**src/rtl/audio_serial_port.sv**
```systemverilog
// WM8731-class codec serial port: m_clk/b_clk/LR generation, I2S or left-justified
// sample serialiser/deserialiser, and first-word-fall-through DAC/ADC sample FIFOs.

module audio_serial_port #(
  parameter int SAMPLE_W = 16,
  parameter int SLOT_W   = 32,
  parameter int BCLK_DIV = 4,
  parameter int MCLK_DIV = 2,
  parameter int FIFO_AW  = 4
) (
  input  logic                  clk,
  input  logic                  reset,
  input  logic                  enable,
  input  logic                  fmt,
  input  logic                  loopback,
  input  logic                  adcdat,
  output logic                  m_clk,
  output logic                  b_clk,
  output logic                  dac_lr_clk,
  output logic                  adc_lr_clk,
  output logic                  dacdat,
  input  logic [2*SAMPLE_W-1:0] dac_fifo_in,
  input  logic                  wr_dac_fifo,
  output logic                  dac_fifo_full,
  output logic [FIFO_AW:0]      dac_level,
  output logic [2*SAMPLE_W-1:0] adc_fifo_out,
  input  logic                  rd_adc_fifo,
  output logic                  adc_fifo_empty,
  output logic [FIFO_AW:0]      adc_level,
  output logic                  dac_underrun,
  output logic                  adc_overrun,
  input  logic                  clr_flags
);

  localparam int WORD_W     = 2 * SAMPLE_W;
  localparam int FIFO_DEPTH = 2 ** FIFO_AW;
  localparam int DIV_W      = (BCLK_DIV > 1) ? $clog2(BCLK_DIV) : 1;
  localparam int MDIV_W     = (MCLK_DIV > 1) ? $clog2(MCLK_DIV) : 1;
  localparam int SLOT_CW    = $clog2(SLOT_W);
  localparam logic [SAMPLE_W-1:0] MSB_MASK = {1'b1, {(SAMPLE_W-1){1'b0}}};

  typedef enum logic {IDLE, RUN} state_t;

  state_t              state, state_next;
  logic [MDIV_W-1:0]   mclk_cnt;
  logic [DIV_W-1:0]    div_cnt;
  logic [SLOT_CW-1:0]  slot_bit;
  logic [SLOT_CW-1:0]  data_idx;
  logic                lr;
  logic                frame_first, frame_last, bclk_rise;
  logic                fmt_q, loop_q, fmt_eff;
  logic                bit_valid, rx_bit;
  logic                dac_empty, adc_full;
  logic [WORD_W-1:0]   dac_head, tx_word, tx_src;
  logic [SAMPLE_W-1:0] tx_sample, rx_left, rx_right;

  // m_clk runs whenever reset is low, independent of the serialiser state
  always_ff @(posedge clk) begin
    if (reset) begin
      mclk_cnt <= '0;
      m_clk    <= 1'b0;
    end else if (mclk_cnt == MDIV_W'(MCLK_DIV - 1)) begin
      mclk_cnt <= '0;
      m_clk    <= ~m_clk;
    end else begin
      mclk_cnt <= mclk_cnt + 1'b1;
    end
  end

  assign frame_first = (state == RUN) && (div_cnt == '0) && !b_clk &&
                       (slot_bit == '0) && !lr;
  assign frame_last  = (state == RUN) && (div_cnt == DIV_W'(BCLK_DIV - 1)) && b_clk &&
                       (slot_bit == SLOT_CW'(SLOT_W - 1)) && lr;
  assign bclk_rise   = (state == RUN) && (div_cnt == DIV_W'(BCLK_DIV - 1)) && !b_clk;

  always_ff @(posedge clk) begin
    if (reset) state <= IDLE;
    else       state <= state_next;
  end

  always_comb begin
    state_next = state;
    case (state)
      IDLE:    if (enable) state_next = RUN;
      RUN:     if (frame_last && !enable) state_next = IDLE;
      default: state_next = IDLE;
    endcase
  end

  // b_clk, slot position and LR all advance together so LR and data move on b_clk falls
  always_ff @(posedge clk) begin
    if (reset || state != RUN) begin
      div_cnt  <= '0;
      b_clk    <= 1'b0;
      slot_bit <= '0;
      lr       <= 1'b0;
    end else if (div_cnt == DIV_W'(BCLK_DIV - 1)) begin
      div_cnt <= '0;
      b_clk   <= ~b_clk;
      if (b_clk) begin
        if (slot_bit == SLOT_CW'(SLOT_W - 1)) begin
          slot_bit <= '0;
          lr       <= ~lr;
        end else begin
          slot_bit <= slot_bit + 1'b1;
        end
      end
    end else begin
      div_cnt <= div_cnt + 1'b1;
    end
  end

  assign dac_lr_clk = lr;
  assign adc_lr_clk = lr;

  // During the first clk of a frame the popped word and fmt are not yet registered
  assign tx_src    = frame_first ? dac_head : tx_word;
  assign fmt_eff   = frame_first ? fmt : fmt_q;
  assign data_idx  = fmt_eff ? slot_bit : slot_bit - 1'b1;
  assign bit_valid = (state == RUN) && (fmt_eff || slot_bit != '0) &&
                     (data_idx < SLOT_CW'(SAMPLE_W));
  assign tx_sample = lr ? tx_src[SAMPLE_W-1:0] : tx_src[WORD_W-1:SAMPLE_W];
  assign dacdat    = bit_valid && (|(tx_sample & (MSB_MASK >> data_idx)));
  assign rx_bit    = loop_q ? dacdat : adcdat;

  always_ff @(posedge clk) begin
    if (reset) begin
      tx_word  <= '0;
      fmt_q    <= 1'b0;
      loop_q   <= 1'b0;
      rx_left  <= '0;
      rx_right <= '0;
    end else begin
      if (frame_first) begin
        tx_word <= tx_src;
        fmt_q   <= fmt;
        loop_q  <= loopback;
      end
      if (bclk_rise && bit_valid) begin
        if (lr) rx_right <= {rx_right[SAMPLE_W-2:0], rx_bit};
        else    rx_left  <= {rx_left[SAMPLE_W-2:0], rx_bit};
      end
    end
  end

  // Index 0 is the DAC FIFO (fed by the processor), index 1 the ADC FIFO (fed per frame)
  for (genvar f = 0; f < 2; f++) begin : g_fifo
    logic [WORD_W-1:0]  mem [FIFO_DEPTH];
    logic [WORD_W-1:0]  wdata, head;
    logic [FIFO_AW-1:0] wr_ptr, rd_ptr;
    logic [FIFO_AW:0]   level;
    logic               wr, rd, wr_ok, rd_ok, empty, full;

    assign wdata = (f == 0) ? dac_fifo_in : {rx_left, rx_right};
    assign wr    = (f == 0) ? wr_dac_fifo : frame_last;
    assign rd    = (f == 0) ? frame_first : rd_adc_fifo;
    assign empty = (level == '0);
    assign full  = (level == (FIFO_AW+1)'(FIFO_DEPTH));
    assign rd_ok = rd && !empty;
    assign wr_ok = wr && (!full || rd_ok);
    assign head  = empty ? '0 : mem[rd_ptr];

    always_ff @(posedge clk) begin
      if (reset) begin
        wr_ptr <= '0;
        rd_ptr <= '0;
        level  <= '0;
      end else begin
        if (wr_ok) wr_ptr <= wr_ptr + 1'b1;
        if (rd_ok) rd_ptr <= rd_ptr + 1'b1;
        if (wr_ok && !rd_ok)      level <= level + 1'b1;
        else if (rd_ok && !wr_ok) level <= level - 1'b1;
      end
    end

    always_ff @(posedge clk) begin
      if (wr_ok) mem[wr_ptr] <= wdata;
    end
  end

  assign dac_head       = g_fifo[0].head;
  assign dac_empty      = g_fifo[0].empty;
  assign dac_fifo_full  = g_fifo[0].full;
  assign dac_level      = g_fifo[0].level;
  assign adc_fifo_out   = g_fifo[1].head;
  assign adc_fifo_empty = g_fifo[1].empty;
  assign adc_full       = g_fifo[1].full;
  assign adc_level      = g_fifo[1].level;

  // A new error event beats a simultaneous clear
  always_ff @(posedge clk) begin
    if (reset) begin
      dac_underrun <= 1'b0;
      adc_overrun  <= 1'b0;
    end else begin
      if (frame_first && dac_empty)                 dac_underrun <= 1'b1;
      else if (clr_flags)                           dac_underrun <= 1'b0;
      if (frame_last && adc_full && !rd_adc_fifo)   adc_overrun  <= 1'b1;
      else if (clr_flags)                           adc_overrun  <= 1'b0;
    end
  end

endmodule

```
**config.mk**
```make
export PLATFORM = sky130hd
export DESIGN_NAME = audio_serial_port
export DESIGN_NICKNAME = d
export VERILOG_FILES = /design/src/rtl/audio_serial_port.sv
export SDC_FILE = /design/constraint.sdc
export NUM_CORES = 1
export LEC_CHECK = 0
export BUFFER_PORTS_ARGS = -buffer_cell sky130_fd_sc_hd__buf_2
export CAP_MARGIN = 0
export CORE_MARGIN = 5
export CORE_UTILIZATION = 35
export CTS_CLUSTER_SIZE = 28
export DETAILED_ROUTE_END_ITERATION = 8
export HOLD_SLACK_MARGIN = 0.1
export PLACE_DENSITY = 0.56
export REMOVE_ABC_BUFFERS = 1
export SLEW_MARGIN = 15
export SYNTH_ARGS = -nofsm -noshare
export SYNTH_HDL_FRONTEND = slang
export SYNTH_SLANG_ARGS = --single-unit
export TNS_END_PERCENT = 100
```
**constraint.sdc**
```tcl
create_clock -name clk -period 5.75 [get_ports clk]
set_input_delay 0.575 -clock clk [delete_from_list [all_inputs] [get_ports clk]]
set_output_delay 0.575 -clock clk [all_outputs]
set_load 0.02 [all_outputs]
```
* After elaboration in Yosys (flattened, before gate mapping)
Memory sizes are Yosys's and may differ from the RTL's. A register that Yosys moved wholly into a read port is not among the register bits.
Cells that the tools add are included.
W data, S select, Z words.
** Word-level totals
- Bits in registers :: 106
- Memories :: 2
- Output and inout port bits :: 51
- Memory bits (writable) :: 1024
** Cells by class
- Eq/ne operators :: 4
- Add/sub/neg operators :: 12
- Shift-type cells :: 1
- Magnitude comparators :: 1
- Bitwise operators :: 5
- Reductions and logical operators :: 57
- Multiplexer cells :: 26
** Memory list
- g_fifo[0].mem :: depth 16, width 32, read ports 1, clocked after memory_dff 1, wr ports 1, RTL line 148 : logic [WORD_W-1:0] mem [FIFO_DEPTH];
- g_fifo[1].mem :: depth 16, width 32, read ports 1, clocked after memory_dff 1, wr ports 1, RTL line 148
** Operators by type and width (number)
- $mux W32 :: 3
- $mux W5 :: 6
- $logic_and A1 B1 Y1 :: 25
- $add A4 B1 Y4 const B :: 4
- $and A16 B16 Y16 :: 1
- $mux W16 :: 1
- $mux W4 :: 4
- $reduce_or A16 Y1 :: 1
- $shr A16 B5 Y16 const A :: 1
- $add A5 B1 Y5 const B :: 3
- $eq A5 B5 Y1 const B :: 3
- $logic_not A5 Y1 :: 3
- $sub A5 B1 Y5 const B :: 3
- $logic_not A1 Y1 :: 12
- $mux W1 :: 11
- $reduce_bool A2 Y1 :: 4
- $reduce_and A2 Y1 :: 3
- $lt A5 B5 Y1 const B :: 1
- $reduce_bool A5 Y1 :: 1
- $logic_or A1 B1 Y1 :: 4
- $not A1 Y1 :: 4
- $reduce_or A2 Y1 :: 2
- $reduce_and A3 Y1 :: 1
- $add A2 B1 Y2 const B :: 1
- other kinds (4) :: 4

* Longest topological paths before layout
- Word-level depth :: 12
- Depth in mapped cells :: 17
- Mapped depth without buffers :: 14

* Worst setup path after synthesis
No wires, ideal clock.
- Path kind :: flip-flop to flip-flop
- From :: reg slot_bit[0]
- To :: mem g_fifo[0].mem[3][0] in the netlist's numbering (enable)
- Stages on the path, launching flop included :: 11
- Arrival :: 4336 ps
- Required time :: 5289 ps
- Period minus slack after synthesis :: 4797 ps
- Path buffers :: 3
- Slack :: 953 ps
- Setup time :: 461 ps
- Path through :: dfxtp_1 clkbuf_1 inv_1 ha_1 and4b_1 buf_4 nand2_1 clkbuf_1 a21boi_1 nand2_1 nor3_1
** Between the ends
- Longest elaborated chain between the ends :: 8
** RTL lines
- from (decl) :: RTL line 47 : logic [SLOT_CW-1:0] slot_bit;
- from (signal assigned) :: RTL line 105 : slot_bit <= slot_bit + 1'b1;
- $logic_not A5 Y1 :: RTL line 71 : (slot_bit == '0) && !lr;
- $logic_and A1 B1 Y1 :: RTL line 70 : assign frame_first = (state == RUN) && (div_cnt == '0) && !b_clk &&
- $logic_and A1 B1 Y1 :: RTL line 71
- $logic_and A1 B1 Y1 :: RTL line 159 : assign rd_ok = rd && !empty;
- $logic_or A1 B1 Y1 :: RTL line 160 : assign wr_ok = wr && (!full || rd_ok);
- $logic_and A1 B1 Y1 :: RTL line 160
- net g_fifo[0].wr_ok :: RTL line 152 : logic wr, rd, wr_ok, rd_ok, empty, full;
- $mux W1 :: RTL line 177 : if (wr_ok) mem[wr_ptr] <= wdata;
- $mux W1 (not written as such) :: RTL line 177
- to (decl) :: RTL line 148
The timed path passes the listed nets, and every way through them passes these cells.

==> flow_metrics.py <==
metrics = {
    "route": {
        "drt_pass1_iterations": 5,
        "post_drt_wl_per_cell_um": 25.9,
        "route.detailed.drc": 0,
        "ant_nets": 0,
        "vias": 21700,
        "initialDrtViolationCount": 2007,
        "wirelength_um": 106000,
        "viasPerCell": 5.31,
    },
    "setup_path": {
        "crit_path_end_kind": "output pin",
        "reg2reg_from": "slot_bit[0]",
        "reg2reg_to": "g_fifo[0].mem[13][3]",
        "critPathLaunchType": "flop",
        "worstPathMaxFanout": 32,
        "cp.arrival_ps": 4500,
        "cpPeakStageDelay_ps": 820,
        "r2r_cells": 8,
        "cpMostUsedCell": "a21oi_1",
        "r2r_slack_ps": 1760,
        "cp_cell_sequence": "buf_4 > mux4_2 > a22oi_1 > a21oi_1 > a21oi_1 > nor4_1 > a41oi_1 > nand4_1 > nor3_1 > nor2_1 > buf_2",
        "crit_slowest_cell": "dfxtp_4",
        "required_ps": 5180,
        "critPathKind": "flop to output pin",
    },
    "die": {
        "fp-row-count": 130,
        "die_h_um": 365,
        "initial_utilization_pct": 35.2,
        "core_area_um2": 125000,
        "io_pins": 92,
        "die_x_um": 365,
        "die_area_um2": 133000,
    },
    "clock_tree": {
        "cts_num_sinks": 1138,
        "root_buffer": "clkbuf_16",
        "cts-buffers-inserted": 113,
        "ctsResizeCount": 0,
        "cts_hold_repair.buffers": 0,
        "clk_latency_ps": 710,
        "htreeDepth": 3,
        "cts.clk_slew.worst_paths_ps": 70,
        "post_cts_buffers": 0,
        "cts_tree": "yes",
        "clock_path_buffers": 3,
    },
    "pwr": {
        "p_per_area_nw_per_um2": 378,
        "leakage_uw": 0.0167,
        "finalPower_uw": 19100,
        "peakVddDrop_uv": 249,
    },
    "grt": {
        "use_met3_pct": 2.87,
        "grt.busiest_layer": "met2",
        "grt_overflow": 0,
        "grt_max_degree": 77,
        "grt_use_met2_pct": 26.8,
        "grt_pass1_wl_um": 156000,
        "grt_pass1_vias": 22500,
        "grt_antenna_before_repair": 7,
        "grt_util_all_layers_pct": 15.9,
        "met1_usage_pct": 21.4,
    },
    "synthesis": {
        "synth_top_area_share_pct": 69.7,
        "synth-edff-count": 1024,
        "yosysUniqueCellTypes": 77,
        "synth_area_leaders": "edfxtp_1, mux4_2, dfxtp_1",
        "synthCells": 2194,
        "ys_ff_latch": 1138,
        "ys_warn_count": 0,
        "netlist_area_um2": 44100,
        "yosysTopAreaCell": "edfxtp_1",
        "synthFlopType": "edfxtp_1",
        "avgSynthCellArea_um2": 20.1,
        "async_reset_ff_share_pct": 0,
        "yosysSeqAreaShare_pct": 74.8,
    },
    "layout": {
        "fillCellCount": 11000,
        "syn_to_final_growth_pct": 14.5,
        "multi_input_area_um2": 10600,
        "drive_gt1_share_pct": 27.6,
        "regArea_um2": 33100,
        "nets": 2412,
        "finish.instance_area_um2": 50500,
    },
    "worst_hold_path": {
        "min_from": "loopback",
        "min_path_type": "input pin to flop",
        "holdPathStages": 3,
        "min_to": "loop_q",
    },
    "timing": {
        "slew_headroom_pct": 24.8,
        "period_share_pct": 88.3,
        "fmax_mhz": 197,
        "worstMarginPinSlew_ps": 1130,
        "setup_viol": 0,
        "rsz0062_at_grt": "no",
        "finalHoldViolations": 0,
        "whs_ps": 196,
        "slew_violations": 0,
        "period_needed_ps": 5080,
        "clock_skew_ps": 33.0,
    },
    "placement": {
        "dpl.hpwl_um": 61500,
        "dpl_cell_area_um2": 46800,
        "place.gp.congestion": 0.908,
        "io_buffers": 91,
    },
    "run_status": {
        "status": "completed",
    },
    "flow_run": {
        "maxCapViolCount": 0,
    },
}
-- flip-flops by register name, summed over array words and instances, names as in the netlist, 2 cells and up, named ones only --
| signal | flops |
|---|---|
| g_fifo.mem | 1024 |
| dac_level | 5 |
| rx_right | 16 |
| tx_word | 32 |
| g_fifo.rd_ptr | 8 |
| div_cnt | 2 |
| rx_left | 16 |
| g_fifo.wr_ptr | 8 |
| slot_bit | 5 |
| adc_level | 5 |
-- where the power goes --
group | total [uW] | switching, uW | internal (uW) | leakage [uW]
clock | 7310 | 3100 | 4210 | 0.00181
sequential | 9400 | 274 | 9130 | 0.0112
combinational | 2400 | 1380 | 1020 | 0.00364
-- placed cells by master (no fill, tap or decap), drive strengths merged, types with 22 or more instances in the layout --
master / instances
edfxtp: 1024
mux4: 287
buf: 152
clkbuf: 151
nor2: 122
dfxtp: 114
a21oi: 71
nand2: 64
mux2i: 49
nor2b: 47
clkinv: 42
nand3: 30
a22oi: 29
ha: 24
inv: 24
o21ai: 22
-- per-layer routing --
metal | part of all wire, % | vias to the layer above
li1 | - | 9286
met1 | 42 | 11600
met2 | 50 | 648
met3 | 5.5 | 169
met4 | 2.3 | 8
met5 | 0.045 | -
-- cell families (layout without fill, tap and decap cells) --
kind of cell	count (synthesis)	count (layout)	share of synthesized area, %
compound gates	186	186	2.85
flops	1138	1138	74.8
mux	340	340	15.9
fa+ha+maj	26	26	0.771
xor+xnor	22	22	0.436
other cells	0	1	0
buf+inv	135	383	1.37
simple gates	347	347	3.90
-- worst max-delay path, delay by kind of cell (launching register included) --
kind | cells | cell delay [ps]
multiplexers | 1 | 560
buffers and inverters | 2 | 730
flip-flops | 1 | 820
AO/OA/AOI/OAI | 4 | 810
AND/OR/NAND/NOR | 4 | 840
-- area by class of cell --
cell class              count  area share, %
clock buffers             151           6.24
clock inverters            61           1.13
well taps                1650           4.08
multi-input cells         921           21.1
flip-flops and latches   1138           65.4
diodes                      1        0.00495
repair buffers            152           1.94
inverters                  19          0.141
-- metrics by stage --
step	std cells	TNS [ps]	utilization (%)	worst slack, ps
global placement	3880	0	37.3	1230
detailed placement	3880	0	37.3	1280
CTS	4092	0	40.3	506
floorplan	2078	-47900	-	-1430
global route	4092	0	40.3	156
finish	4093	0	40.3	672
-- synth_stat cells (all sizes together) (8+ instances only) --
master / n
edfxtp: 1024
mux4: 287
nor2: 122
dfxtp: 114
a21oi: 71
nand2: 64
buf: 62
clkbuf: 54
mux2i: 49
nor2b: 47
nand3: 30
a22oi: 29
ha: 24
o21ai: 22
and2: 20
inv: 19
nor3: 17
xor2: 12
xnor2: 10
o22ai: 9
a211oi: 8
a22o: 8
-- worst max path at each step --
stage / from / endpoint / cells after the start / slack [ps]
2_1_floorplan: flop / adc_fifo_out[0] / 3 / -1430
3_3_place_gp: flop / dacdat / 11 / 1230
3_5_place_dp: flop / dacdat / 11 / 1280
4_1_cts: flop / dacdat / 11 / 510
5_1_grt: flop / dacdat / 11 / 160
6_report: flop / dacdat / 11 / 670
No activity file was read; power rests on OpenSTA's default activity.
